$ cat src/rtl/mem_arbiter.sv
// rtl/mem_arbiter.sv - serializes instruction and data requests onto one single-ported RAM
module mem_arbiter #(
    parameter int ADDR_W  = 32,
    parameter int DATA_W  = 32,
    parameter int TIMEOUT = 16
) (
    input  logic              CLK,
    input  logic              nRST,
    input  logic              iREN,
    input  logic [ADDR_W-1:0] iaddr,
    input  logic              dREN,
    input  logic              dWEN,
    input  logic [ADDR_W-1:0] daddr,
    input  logic [DATA_W-1:0] dstore,
    output logic              ihit,
    output logic [DATA_W-1:0] iload,
    output logic              dhit,
    output logic [DATA_W-1:0] dload,
    output logic              ramREN,
    output logic              ramWEN,
    output logic [ADDR_W-1:0] ramaddr,
    output logic [DATA_W-1:0] ramstore,
    input  logic [DATA_W-1:0] ramload,
    input  logic              ramready,
    output logic              err
);

    localparam int CW = (TIMEOUT > 1) ? $clog2(TIMEOUT) : 1;
    localparam logic [CW-1:0] CNT_LAST = CW'(TIMEOUT - 1);

    typedef enum logic [2:0] {IDLE, DACC, IACC, DDONE, IDONE} state_t;

    state_t            state_q, state_d;
    logic [ADDR_W-1:0] addr_q, addr_d;
    logic [DATA_W-1:0] data_q, data_d;
    logic              wr_q, wr_d;
    logic [CW-1:0]     cnt_q, cnt_d;
    logic [DATA_W-1:0] iload_q, iload_d;
    logic [DATA_W-1:0] dload_q, dload_d;
    logic              err_q, err_d;

    always_ff @(posedge CLK) begin
        if (!nRST) begin
            state_q <= IDLE;
            addr_q  <= '0;
            data_q  <= '0;
            wr_q    <= 1'b0;
            cnt_q   <= '0;
            iload_q <= '0;
            dload_q <= '0;
            err_q   <= 1'b0;
        end else begin
            state_q <= state_d;
            addr_q  <= addr_d;
            data_q  <= data_d;
            wr_q    <= wr_d;
            cnt_q   <= cnt_d;
            iload_q <= iload_d;
            dload_q <= dload_d;
            err_q   <= err_d;
        end
    end

    always_comb begin
        state_d  = state_q;
        addr_d   = addr_q;
        data_d   = data_q;
        wr_d     = wr_q;
        cnt_d    = cnt_q;
        iload_d  = iload_q;
        dload_d  = dload_q;
        err_d    = err_q;
        ihit     = 1'b0;
        dhit     = 1'b0;
        ramREN   = 1'b0;
        ramWEN   = 1'b0;
        ramaddr  = '0;
        ramstore = '0;

        case (state_q)
            IDLE: begin
                // Every access is entered from IDLE, so clearing here covers entry.
                cnt_d = '0;
                if (dREN || dWEN) begin
                    addr_d  = daddr;
                    data_d  = dstore;
                    wr_d    = dWEN;
                    err_d   = err_q | (dREN & dWEN);
                    state_d = DACC;
                end else if (iREN) begin
                    addr_d  = iaddr;
                    state_d = IACC;
                end
            end
            DACC: begin
                ramaddr  = addr_q;
                ramstore = data_q;
                ramWEN   = wr_q;
                ramREN   = ~wr_q;
                if (ramready) begin
                    if (!wr_q) dload_d = ramload;
                    state_d = DDONE;
                end else if (cnt_q == CNT_LAST) begin
                    err_d   = 1'b1;
                    dload_d = '0;
                    state_d = DDONE;
                end else begin
                    cnt_d = cnt_q + CW'(1);
                end
            end
            IACC: begin
                ramaddr = addr_q;
                ramREN  = 1'b1;
                if (ramready) begin
                    iload_d = ramload;
                    state_d = IDONE;
                end else if (cnt_q == CNT_LAST) begin
                    err_d   = 1'b1;
                    iload_d = '0;
                    state_d = IDONE;
                end else begin
                    cnt_d = cnt_q + CW'(1);
                end
            end
            DDONE: begin
                dhit    = 1'b1;
                state_d = IDLE;
            end
            IDONE: begin
                ihit    = 1'b1;
                state_d = IDLE;
            end
            default: state_d = IDLE;
        endcase
    end

    assign iload = iload_q;
    assign dload = dload_q;
    assign err   = err_q;

endmodule
$ cat config.mk
export PLATFORM = sky130hd
export DESIGN_NAME = mem_arbiter
export DESIGN_NICKNAME = d
export VERILOG_FILES = /design/src/rtl/mem_arbiter.sv
export SDC_FILE = /design/constraint.sdc
export NUM_CORES = 1
export LEC_CHECK = 0
export ABC_AREA = 1
export BUFFER_PORTS_ARGS = -buffer_cell sky130_fd_sc_hd__buf_2
export CORE_MARGIN = 2
export CORE_UTILIZATION = 25
export CTS_CLUSTER_SIZE = 28
export DETAILED_ROUTE_END_ITERATION = 10
export PLACE_DENSITY = 0.52
export SYNTH_ARGS = -nofsm -noshare
export SYNTH_HDL_FRONTEND = slang
export SYNTH_SLANG_ARGS = --single-unit
$ cat constraint.sdc
create_clock -name CLK -period 1.2 [get_ports CLK]
set_input_delay 0 -clock CLK [delete_from_list [all_inputs] [get_ports CLK]]
set_output_delay 0 -clock CLK [all_outputs]
set_load 0.01 [all_outputs]
==> key figures <==
Logic synthesis
  – Synthesized netlist cell count: 873
  – Synth Register Bits: ~140
  – Top-count cell post-synth: nand2_1
  – Number of enable flip-flop cells after synthesis: 0
  – Seq/Total Area, Yosys: 0.4606
  – Post-Syn Area per Cell: 6.821 um^2
  – Leading area contributor after synthesis: dfxtp_1
  – Ys flop type: dfxtp_1
  – Top cells by count, synth: nand2_1 (217), dfxtp_1 (137), nor2_1 (134), a21oi_1 (104), inv_1 (87)
  – Ys async rst share: 0
  – Area of the mapped netlist: just under 6000 um^2
  – Synth Warn #: 0
  – Share of the synthesized area in the top cell type: 0.4606
  – Synth cell types: 27
  – Synth top area cells: dfxtp_1 (46%), nand2_1 (14%), a21oi_1 (8.7%), nor2_1 (8.4%), inv_1 (5.5%)
  – Mapped Nets: 1008

Drt
  – Avg WL per Cell: 14.33 um
  – Antenna violation net count after detailed routing: 0
  – Pre-antenna DRT Iters: 4
  – Drt drc: 0
  – Post-Route WL: about 24000 um
  – Via density: approximately 4.4
  – Via count: 7164
  – 1st-iter DRT viols: 411

Worst setup path
  – Critical Path Source Type: flop
  – Crit-path max FO: 12
  – Reg2reg start: state_q[1]$_SDFFE_PN0P_
  – CP startpoint: state_q[1]$_SDFFE_PN0P_
  – CP Class: reg -> out
  – CP required: 1200 ps
  – Arrival @ worst endpoint: about 1500 ps
  – Critical Path End Type: primary output

STA
  – Maximum clock rate: 649.6 MHz
  – Max-slew headroom: 0.7487
  – Final setup viols: 204
  – Final worst path period need: 1539 ps
  – Layout Skew: 5.999 ps
  – Slew Viols, Final: 0
  – Final period util: 1.283
  – RSZ-0062 raised after global routing: yes
  – Slew @ Worst Pin: between 300 and 400 ps
  – Final WS setup: -339.4 ps
  – Final hold viol count: 0

Power
  – VDD IR max: 806.8 uV
  – Power density over cell area: roughly 1500 nW/um^2
  – Leakage: 5.184 nW

Run status
  – Failing checks: negative setup slack
  – Status: finished, violations left

Die
  – Starting Density: 0.2544
  – Die Ht: 158.3 um
  – Ports: 267
  – Die Width: between 150 and 200 um
  – Core Area: 23400 um^2
  – Die Area: 25070 um^2
  – Row count: 56

Placement
  – Placed cell area: 7893 um^2
  – PortBufs: 266
  – Placed wire-length estimate: between 10000 and 15000 um
  – GP Congestion: 0.7672

Layout
  – Ratio of cells with drive above 1 in the final layout: 0.4456
  – Post-layout util: 0.4924
  – Fin area: approximately 12000 um^2
  – Synth-to-Final Area Change: 93.51%
  – Antenna cells: 0
  – # nets final: around 1400

Global route
  – Largest net degree at the start of global routing: 66
  – Tot GR Track Use: 0.1711
  – Vias in the first global route: 6655
  – Antenna violations before repair: 0
  – First-pass GRT wire length: 33280 um
  – Gr ovfl total: 0

Clock tree
  – Root buffer cell: clkbuf_16
  – CTS clk-pin slew, worst paths: 60 ps
  – Clock sink total: roughly 140
  – Clk Latency, worst-skew pair: 410 ps
  – CTS Buffer Depth: 2
  – CTS tree: done
  – Htree depth: 4
  – CTS buffer count: 17

Run
  – Max-cap check violation count: 0

Worst hold path
  – Hold Crit Class: in -> reg
  – Hold Startpoint: dREN
[logic make-up after synthesis]
logic type,synth area share
buffers and inverters,0.1107
adder cells (fa/ha/maj),0.002101
flip-flops,0.4606
AO/OA/AOI/OAI,0.1505
AND/OR/NAND/NOR,0.2761
[final timing paths]
check             depth (start not counted)  slack (ps)                     end
setup reg to reg                          9        -320  dload[22]$_SDFFE_PN0P_
setup / recovery                          6        -340             ramstore[4]
hold / removal                            6          60        err$_SDFFE_PN0P_
hold reg to reg                           2         450        err$_SDFFE_PN0P_
[per-stage QoR]
stage / power, W / setup slack, ps / cells / setup TNS [ps] / hold WS (ps)
CTS: 0.01630 / -343.3 / 1628 / -46860 / 40.22
finish: 0.01747 / -339.4 / 1643 / -46650 / 61.78
global route: 0.01839 / -401.1 / 1643 / -60590 / 86.35
floorplan: 0.008047 / -140.8 / 873 / -4144 / 147.1
detailed placement: 0.009699 / -248.2 / 1442 / -24220 / 273.8
global placement: 0.009675 / -163.1 / 1442 / -18580 / 266.5
[state kept, by name, summed over array words and instances, names as in the netlist]
signal and count:
data_q 32, wr_q 1, iload 32, cnt_q 4, addr_q 32, state_q 3, dload 32, err 1
[what timing repair did]
item	CTS	global route
pin swaps	12	33
cloned	13	6
resized for setup	132	216
setup endpoints to repair	205	205
hold endpoints to repair	135	0
setup buffers	11	14
hold buffers	131	0
[metal layers]
metal / vias up / share of wire / track usage
met2: 195 / 0.51 / 0.3002
met5: - / 0 / 0
met4: 0 / 0.022 / 0.06607
met1: 3305 / 0.43 / 0.2029
met3: 32 / 0.045 / 0.03892
li1: 3632 / - / -
[area by class of cell]
type,count,area [um^2]
clock buffers,20,456.7
clock inverters,11,97.59
fillers,2280,11880
inverters,93,369.1
multi-input cells,585,3548
flip-flops and latches,137,2754
well taps,319,399.1
repair buffers,478,3897
[cells in the final DEF (no fill, tap or decap), types with 23 or more instances in the layout]
master,netlist,final
a21oi_1,104,69
a21oi_2,0,35
buf_2,20,255
buf_4,8,33
buf_6,5,23
dfxtp_1,137,132
dlygate4sd3_1,0,131
inv_1,87,83
nand2_1,217,165
nand2_4,1,32
nand3_1,44,24
nor2_1,134,58
nor2_2,1,44
nor2_4,2,35
o21ai_0,56,39
o21ai_1,11,26
[critical path, stage by stage (launching register included)]
cell and delay, ps:
dfxtp_2 340, nor2_4 130, nand2_4 90, buf_12 160, buf_12 150, nor2_2 110, buf_2 140
[power breakdown]
group          internal, W  switching (W)
Combinational      0.00330        0.00356
Clock              0.00295        0.00205
Sequential         0.00521       0.000412
Total               0.0115        0.00602
Power figures use the tool's default switching activity.
